===== config.mk =====
export PLATFORM = sky130hd
export DESIGN_NAME = freq_meter
export DESIGN_NICKNAME = d
export VERILOG_FILES = /design/src/rtl/freq_meter.sv
export SDC_FILE = /design/constraint.sdc
export NUM_CORES = 1
export LEC_CHECK = 0
export CORE_MARGIN = 5
export CORE_UTILIZATION = 60
export CTS_BUF_LIST = sky130_fd_sc_hd__clkbuf_4 sky130_fd_sc_hd__clkbuf_8
export DETAILED_ROUTE_END_ITERATION = 10
export PLACE_DENSITY_LB_ADDON = 0.1
export SYNTH_ARGS = -nofsm -noshare
export SYNTH_HDL_FRONTEND = slang
export SYNTH_SLANG_ARGS = --single-unit

===== constraint.sdc =====
create_clock -name clk_in -period 9.4 [get_ports clk_in]
set_input_delay 2.82 -clock clk_in [delete_from_list [all_inputs] [get_ports clk_in]]
set_output_delay 2.82 -clock clk_in [all_outputs]
set_load 0.005 [all_outputs]

===== src/rtl/freq_meter.sv =====
`timescale 1ns/1ps
// freq_meter: counts rising edges of an asynchronous pulse train over a fixed gate window
// and measures the clk_in-cycle distance between consecutive edges.
module freq_meter #(
  parameter int unsigned GATE_CYCLES = 50_000_000,
  parameter int unsigned CNT_W       = 26,
  parameter int unsigned PER_W       = 20
) (
  input  logic             clk_in,
  input  logic             rst,
  input  logic             en,
  input  logic             sig_in,
  output logic [CNT_W-1:0] edge_count,
  output logic [PER_W-1:0] period,
  output logic             valid,
  output logic             overflow,
  output logic             no_signal
);

  localparam int unsigned       GATE_W    = (GATE_CYCLES > 1) ? $clog2(GATE_CYCLES) : 1;
  localparam logic [GATE_W-1:0] GATE_LAST = GATE_W'(GATE_CYCLES - 1);
  localparam logic [CNT_W-1:0]  CNT_MAX   = '1;
  localparam logic [PER_W-1:0]  PER_MAX   = '1;

  typedef enum logic {IDLE, GATE} state_t;

  state_t state, state_nxt;

  logic              s1, s2, s3;
  logic              strobe;
  logic              running;
  logic              gate_end;
  logic [GATE_W-1:0] gate_tmr;
  logic [CNT_W-1:0]  edge_cnt, cnt_nxt;
  logic              ovf, ovf_nxt;
  logic [PER_W-1:0]  per_tmr, per_reg, per_nxt;
  logic              armed;

  function automatic logic [CNT_W-1:0] sat_inc_cnt(input logic [CNT_W-1:0] v);
    return (v == CNT_MAX) ? v : v + 1'b1;
  endfunction

  function automatic logic [PER_W-1:0] sat_inc_per(input logic [PER_W-1:0] v);
    return (v == PER_MAX) ? v : v + 1'b1;
  endfunction

  always_ff @(posedge clk_in or posedge rst) begin
    if (rst) state <= IDLE;
    else     state <= state_nxt;
  end

  always_comb begin
    state_nxt = state;
    case (state)
      IDLE:    if (en)  state_nxt = GATE;
      GATE:    if (!en) state_nxt = IDLE;
      default: state_nxt = IDLE;
    endcase
  end

  // Stage: three-flop synchronizer; s3 only exists to form the rising-edge strobe.
  always_ff @(posedge clk_in or posedge rst) begin
    if (rst) begin
      s1 <= 1'b0;
      s2 <= 1'b0;
      s3 <= 1'b0;
    end else begin
      s1 <= sig_in;
      s2 <= s1;
      s3 <= s2;
    end
  end

  assign strobe   = s2 & ~s3;
  assign running  = (state == GATE) && en;
  assign gate_end = running && (gate_tmr == GATE_LAST);

  // A timer sitting at saturation means the gap is unmeasurable, so it never yields a period.
  always_comb begin
    cnt_nxt = strobe ? sat_inc_cnt(edge_cnt) : edge_cnt;
    ovf_nxt = ovf | (strobe & (edge_cnt == CNT_MAX));
    per_nxt = per_reg;
    if (strobe && armed && (per_tmr != PER_MAX))
      per_nxt = per_tmr + 1'b1;
  end

  // Stage: gate window; the final cycle hands off to the next gate with no dead cycle.
  always_ff @(posedge clk_in or posedge rst) begin
    if (rst) begin
      gate_tmr <= '0;
      edge_cnt <= '0;
      ovf      <= 1'b0;
    end else if (!running || gate_end) begin
      gate_tmr <= '0;
      edge_cnt <= '0;
      ovf      <= 1'b0;
    end else begin
      gate_tmr <= gate_tmr + 1'b1;
      edge_cnt <= cnt_nxt;
      ovf      <= ovf_nxt;
    end
  end

  // Stage: edge-to-edge period timer and live no_signal flag.
  always_ff @(posedge clk_in or posedge rst) begin
    if (rst) begin
      per_tmr   <= '0;
      per_reg   <= '0;
      armed     <= 1'b0;
      no_signal <= 1'b0;
    end else if (!running) begin
      per_tmr   <= '0;
      armed     <= 1'b0;
      no_signal <= 1'b0;
    end else begin
      per_reg <= per_nxt;
      if (strobe) begin
        per_tmr   <= '0;
        armed     <= 1'b1;
        no_signal <= 1'b0;
      end else if (per_tmr == PER_MAX) begin
        armed     <= 1'b0;
        no_signal <= 1'b1;
      end else begin
        per_tmr <= sat_inc_per(per_tmr);
      end
    end
  end

  // Stage: published results, updated only when a gate completes.
  always_ff @(posedge clk_in or posedge rst) begin
    if (rst) begin
      edge_count <= '0;
      period     <= '0;
      overflow   <= 1'b0;
      valid      <= 1'b0;
    end else begin
      valid <= gate_end;
      if (gate_end) begin
        edge_count <= cnt_nxt;
        overflow   <= ovf_nxt;
        period     <= per_nxt;
      end
    end
  end

endmodule


== Word-level counts from Yosys, hierarchy flattened ==
Index checks and enable logic that the tools add are counted.

* Bits in registers: 147
* Input port bits: 4
* Output and inout bits: 49
* Word-level logic and storage cells: 50

* $add $sub $neg: 3
* Equal/unequal tests: 6
* Muxes and demuxes: 16
* Bitwise operators: 4
* Reduce and logical (&&, ||, !) cells: 6

{| class="wikitable"
|+ Operators with widths
! cell !! number
|-
| 2-to-1 mux 26 bit || 4
|-
| 2-to-1 mux 20 bit || 4
|-
| adder 26 x 1 -> 26 bit (second input constant) || 2
|-
| equality test 26 bit (second input constant) || 2
|-
| adder 20 x 1 -> 20 bit (second input constant) || 1
|-
| equality test 20 bit (second input constant) || 1
|-
| != test 20 bit (second input constant) || 1
|-
| 2-to-1 mux 1 bit || 8
|-
| logical AND 1 bit || 4
|-
| != test 3 x 2 -> 1 bit (second input constant) || 1
|-
| != test 3 bit (second input constant) || 1
|-
| bitwise AND 1 bit || 2
|-
| zero test 1 bit || 1
|-
| logical OR 1 bit || 1
|-
| NOT 1 bit || 1
|-
| OR 1 bit || 1
|}

== Depth between registers and ports, before layout ==
Gate-level depths: netlist of the first run.

* Depth after elaboration: 5
* Mapped depth: 9
* Gate-level depth less buffers: 7

== Least setup slack after synthesis of the first run ==
No wires, ideal clock.

* Path kind: input -> register
* Start point: input port en
* End point: register period[19]
* Setup time: 118 ps
* Data arrival time: 4077 ps
* Required time: 9282 ps
* Setup slack: 5204 ps
* Cell stages on the path: 7
* Buffers on the path: 3
* Cell sequence: and2_1 -> clkbuf_1 -> nand2_1 -> or4_1 -> clkbuf_1 -> clkbuf_1 -> a21o_1

* Word-level cells in the longest chain between the ends: 2

{| class="wikitable"
|+ RTL lines
! element !! line !! RTL
|-
| start: declaration || 11 || <nowiki>input logic en,</nowiki>
|-
| logical AND 1 bit || 75 || <nowiki>assign running = (state == GATE) && en;</nowiki>
|-
| logical AND 1 bit || 76 || <nowiki>assign gate_end = running && (gate_tmr == GATE_LAST);</nowiki>
|-
| end signal: assignment || 142 || <nowiki>period <= per_nxt;</nowiki>
|-
| end: declaration || 14 || <nowiki>output logic [PER_W-1:0] period,</nowiki>
|}

No other way between the ends.
A chain may end at the register's enable or synchronous reset.

== Final worst setup path of the first run ==
* Start point: input port en
* End point: register per_reg[1]

* Word-level cells in the longest chain between the ends: 1

{| class="wikitable"
|+ RTL lines
! element !! line !! RTL
|-
| logical AND 1 bit || 75 ||
|-
| end signal: assignment || 116 || <nowiki>per_reg <= per_nxt;</nowiki>
|-
| end: declaration || 36 || <nowiki>logic [PER_W-1:0] per_tmr, per_reg, per_nxt;</nowiki>
|}

No other way between the ends.

==> metrics.txt, run 1 <==
status completed; CTS Buf Count 17; min-delay worst type register to register; final period utilization 48.9%; synth unique cells 47; Crit Path Category primary input to register; hold depth 0; worst clock skew 0.0138 ns; Reg-to-Reg Start per_tmr[0]; CP Cell Sequence clkdlybuf4s50_1 -> and2_1 -> nand2_1 -> mux2_1; R2R Path End per_reg[1]; vias post-DR 4842; R2R depth 6; Required @ worst endpoint 9.73 ns; initial antenna violation count 0; Vias/cell 5.64; Nets 712; largest area contributor in the netlist dfrtp_1; clock-pin slew on the worst setup and hold paths 0.08 ns; top_reg_cell synth dfrtp_1; grt met2 use 37.8%; CP top delay family simple AND/OR/NAND/NOR gates; cell count after synthesis 659; Die Wd 114 µm; met3 usage 5.60%; postcts setup bufs 0; ant diodes 0; largest net degree at the start of global routing 88; Die Span Y 114 µm; ANT nets after route 0; cell area after layout 0.00759 mm²; share of cells above drive strength 1 7.24%; H-tree depth 4; Overall Global Routing Usage 23.0%; grt met1 use 30.4%; Hold Path End s2; post_cts resized 0; wire per inst 16.1 µm; Initial Util 60.9%; hold_buf cts 0; Final Hold Fails 0; main area contributors after synthesis dfrtp_1 (56%), nand2_1 (5.6%), nor2_1 (4.6%), xnor2_1 (4.4%), o21ai_1 (4.3%); total power 1.21 mW; post-layout min period 4.59 ns; routability cong. 0.807; Reg area 0.00368 mm²; Row Count 38; top achievable clock speed 218 MHz; most frequent cells in the layout dfrtp_1 (147), nand2_1 (98), nor2_1 (80); syn_nets 666; unrepaired setup endpoints after global routing false; most common cell after layout, fill and taps aside dfrtp_1; number of flops mapped to enable cells by yosys 0; final WL 13.8 mm; CTS tree done; largest registers edge_cnt: 26 flops, edge_count: 26 flops, gate_tmr: 26 flops; worst vdd ir 0.0913 mV; global-route wire length before repair 23.8 mm; vias in the first global route 4962; total iterations of the first detailed-routing run 4; area post-placement 0.00715 mm²; worst hold margin 0.373 ns; multi-input gate area in the final layout 0.00272 mm²; crit end category register; Post-Syn Area 0.00655 mm²; Clock Latency Late Sink 0.46 ns; Remaining DRCs 0; Max Cap Viol 0; max incr delay on CP 0.74 ns; port buffer count 52; FFs w/ async S/R, synth 100%; Die ar. 0.0131 mm²; Remaining Overflow, GRT 0; Pwr Density 160 mW/mm²; CP bufs+invs 1; Yosys reg bits 147; DP Wirelength 9.11 mm; top cell type's share of synthesized area 56.2%; worst rel slew slack 19.5%; CTS root buffer clkbuf_8; setup_tns 0 ns; count of pins over their slew limit 0; synthesis-to-layout area growth 16.0%; I/O pins 53; Sink Count 147; Critical-path top delay cell nand2_1; gr busiest metal met2; Max clock buf depth 2; Slew @ Worst Pin 1.20 ns; startpoint types primary input; Worst Path Max Fanout 39; Iteration-0 DRC Markers 347; Core Region 0.0107 mm²; P_leak 3.14 nW; Mean Syn Cell Area 9.93 µm²; R2R Setup Slk 6.13 ns; endpoints failing setup 0; fillers 821; Hold Path Origin s1; Worst EP arrival 4.93 ns; Synth Warn # 0; post-synthesis sequential area ratio 56.2%
## kinds of logic (layout without fill, tap and decap cells)
group                    after synthesis  count (layout)  share of synthesized area, %
flip-flops                           147             147                          56.2
XOR/XNOR                              63              63                          8.43
AND/OR/NAND/NOR                      285             285                          20.6
multiplexers                          13              13                          2.62
AO/OA/AOI/OAI                        113             113                          9.33
buffers and inverters                 35              94                          2.27
adder cells (fa/ha/maj)                3               3                         0.574
## where the power goes
part	switching, mW	internal, mW	leakage [nW]
clock network	0.243	0.307	0.219
registers	0.00249	0.635	2.04
logic	0.0215	0.00444	0.882
## per-stage QoR
stage	std cells	setup slack [ns]	util, %
after floorplan	659	2.63	-
after global placement	826	4.41	66.5
after detailed placement	826	4.33	66.5
after CTS	858	4.80	70.7
after global routing	858	4.61	70.7
final	858	4.81	70.7
## metal layers
layer | part of all wire (%) | wire [µm]
met1 | 45 | 6230
met2 | 49 | 6810
met3 | 4.3 | 597
met4 | 1.3 | 180
met5 | 0 | 0
## cell usage after synthesis (2+ instances only)
cell	instances
or2_1	2
o21ai_1	56
nor3_1	11
dfrtp_1	147
or3_1	4
xor2_1	30
buf_1	4
a21oi_1	32
a21o_1	5
nor3b_1	2
mux2_4	8
a211oi_1	3
clkbuf_1	17
nor2b_1	2
ha_1	3
nand2_1	98
o2111ai_1	2
nor2_1	80
o21ai_0	10
nor4_1	12
buf_2	5
xnor2_1	33
and4_1	3
nand4_1	20
mux2i_1	4
inv_1	7
and3_1	11
or4_1	3
nand3_2	2
nand3_1	23
nand2b_1	4
## layout make-up
type | count | area share, %
flip-flops and latches | 147 | 48.4
multi-input cells | 477 | 35.8
repair buffers | 55 | 7.15
clock buffers | 20 | 3.54
clock inverters | 12 | 2.36
well taps | 140 | 2.31
inverters | 7 | 0.412
## how the worst max path moves through the flow
stage                 endpoint  startpoint  cells after the start  slack, ns
finish              per_reg[1]          en                      4       4.81
global route        per_reg[1]          en                      4       4.61
CTS                 per_reg[1]          en                      4       4.80
detailed placement  per_reg[1]          en                      4       4.33
global placement    per_reg[1]          en                      4       4.41
floorplan                armed         rst                      1       2.63
## worst reg2reg max path: cells and delay by family (launching register included)
kind                     cells  cell delay [ns]
adder cells (fa/ha/maj)      1             0.26
AO/OA/AOI/OAI                1             0.27
AND/OR/NAND/NOR              3             1.77
multiplexers                 1             0.39
flip-flops                   1             0.46
(Power assumes the default switching activity.)
==> inputs of run 2 (changes only) <==
- CORE_UTILIZATION: 60 -> 54
- clock period: 9.4 -> 3.9 ns (I/O delays scaled with it)
==> run 2 against run 1 <==
  * Count of clock-buffer cells in the layout increased by 2
  * Design area grew 0.35%
  * First-iteration DRC count increased by 11%
==> metrics.txt, run 2 (synthesis results as in run 1) <==
Overall Global Routing Usage 20.3%; post_cts resized 0; most frequent cells in the layout dfrtp_1 (147), nand2_1 (98), nor2_1 (80); CTS tree done; area post-placement 0.00722 mm²; Vias/cell 5.53; CTS root buffer clkbuf_8; Initial Util 54.7%; Slew @ Worst Pin 0.798 ns; vias in the first global route 4839; I/O pins 53; initial antenna violation count 0; H-tree depth 4; postcts setup bufs 0; DP Wirelength 9.21 mm; worst clock skew 0.0120 ns; count of pins over their slew limit 0; Final WS setup 0.954 ns; gr busiest metal met2; P_leak 3.16 nW; Setup WS pre-CTS 0.490 ns; routability cong. 0.862; status completed; Iteration-0 DRC Markers 384; global-route wire length before repair 23.5 mm; Clock Latency Late Sink 0.45 ns; Max Cap Viol 0; sw frac 22.0%; Flop pwr share 55.0%; ant diodes 0; crit end category register; Crit Path Category primary input to register; worst hold margin 0.364 ns; Remaining DRCs 0; clock-pin slew on the worst setup and hold paths 0.07 ns; Worst Path Max Fanout 17; Remaining Overflow, GRT 0; Comb power frac 2.3%; Die Span Y 120 µm; total iterations of the first detailed-routing run 5; Core Region 0.0120 mm²; Die Wd 120 µm; met3 usage 5.33%; Die ar. 0.0144 mm²; grt met2 use 32.5%; Pwr Density 366 mW/mm²; final period utilization 75.5%; worst vdd ir 0.454 mV; CTS Buf Count 17; hold_buf cts 0; largest net degree at the start of global routing 148; endpoints failing setup 0; Clk pwr share 42.7%; cell-internal power 2.18 mW; unrepaired setup endpoints after global routing false; min-delay worst type register to register; ANT nets after route 0; P_sw 613 µW; top achievable clock speed 339 MHz; Worst EP arrival 3.24 ns; synthesis-to-layout area growth 16.4%; grt met1 use 27.1%; setup_tns 0 ns; largest registers edge_cnt: 26 flops, edge_count: 26 flops, gate_tmr: 26 flops; post-layout min period 2.95 ns; vias post-DR 4823; Max clock buf depth 2; most common cell after layout, fill and taps aside dfrtp_1; Required @ worst endpoint 4.20 ns; fillers 995; share of cells above drive strength 1 8.14%; port buffer count 52; final WL 13.7 mm; wire per inst 15.7 µm; Sink Count 147; startpoint types primary input; cell area after layout 0.00762 mm²; Final Hold Fails 0; Nets 719; total power 2.79 mW; worst rel slew slack 46.6%; Row Count 40
run 2: cell count changes in the layout (fill, tap and decap cells not counted), sizes merged:
cell and change:
buf +7, bufinv -2, inv -2, clkinv +2, clkbuf +2
run 2: worst paths after layout:
| path | from | endpoint | slack (ns) | cells after the start |
|---|---|---|---|---|
| worst max-delay path | en | edge_count[22] | 0.95 | 7 |
| worst min-delay path | s1 | s2 | 0.36 | 0 |
| worst max register to register | per_tmr[0] | period[10] | 1.18 | 9 |
| worst min register to register | s1 | s2 | 0.36 | 0 |
| max in group asynchronous | rst | period[17] | 2.03 | 3 |
| min in group asynchronous | rst | per_tmr[17] | 1.25 | 3 |
run 2: critical path, cell delays in order:
cell and delay, ns:
clkdlybuf4s50_1 0.52, and2_1 0.24, nand2_1 0.08, or4_1 0.74, buf_4 0.33, nand2_1 0.09
o21ai_1 0.06
run 2: routing by layer:
layer / up-vias / share of wire (%)
met5: - / 0
met2: 98 / 48
met1: 2358 / 47
li1: 2354 / -
met4: 0 / 1.1
met3: 13 / 4.2
run 2: stage by stage:
step	util, %	instances
after floorplan	-	659
after global placement	60.3	840
after detailed placement	60.3	840
after CTS	63.7	872
after global routing	63.7	872
final	63.7	872
run 2: layout make-up:
type	instances	area, µm²	share of cell area [%]
Clock buffer	22	297	3.89
Multi-Input combinational cell	477	2720	35.7
Inverter	7	30.0	0.394
Sequential cell	147	3680	48.3
Tap cell	147	184	2.41
Clock inverter	10	105	1.38
Timing Repair Buffer	62	608	7.98
run 2: power by group through the flow:
stage / clock network [mW] / logic [mW] / registers (mW)
after floorplan: 0 / 0.0457 / 1.56
after global placement: 0 / 0.0665 / 1.57
after detailed placement: 0 / 0.0676 / 1.57
after CTS: 1.21 / 0.0678 / 1.54
after global routing: 1.29 / 0.0771 / 1.54
final: 1.19 / 0.0649 / 1.54
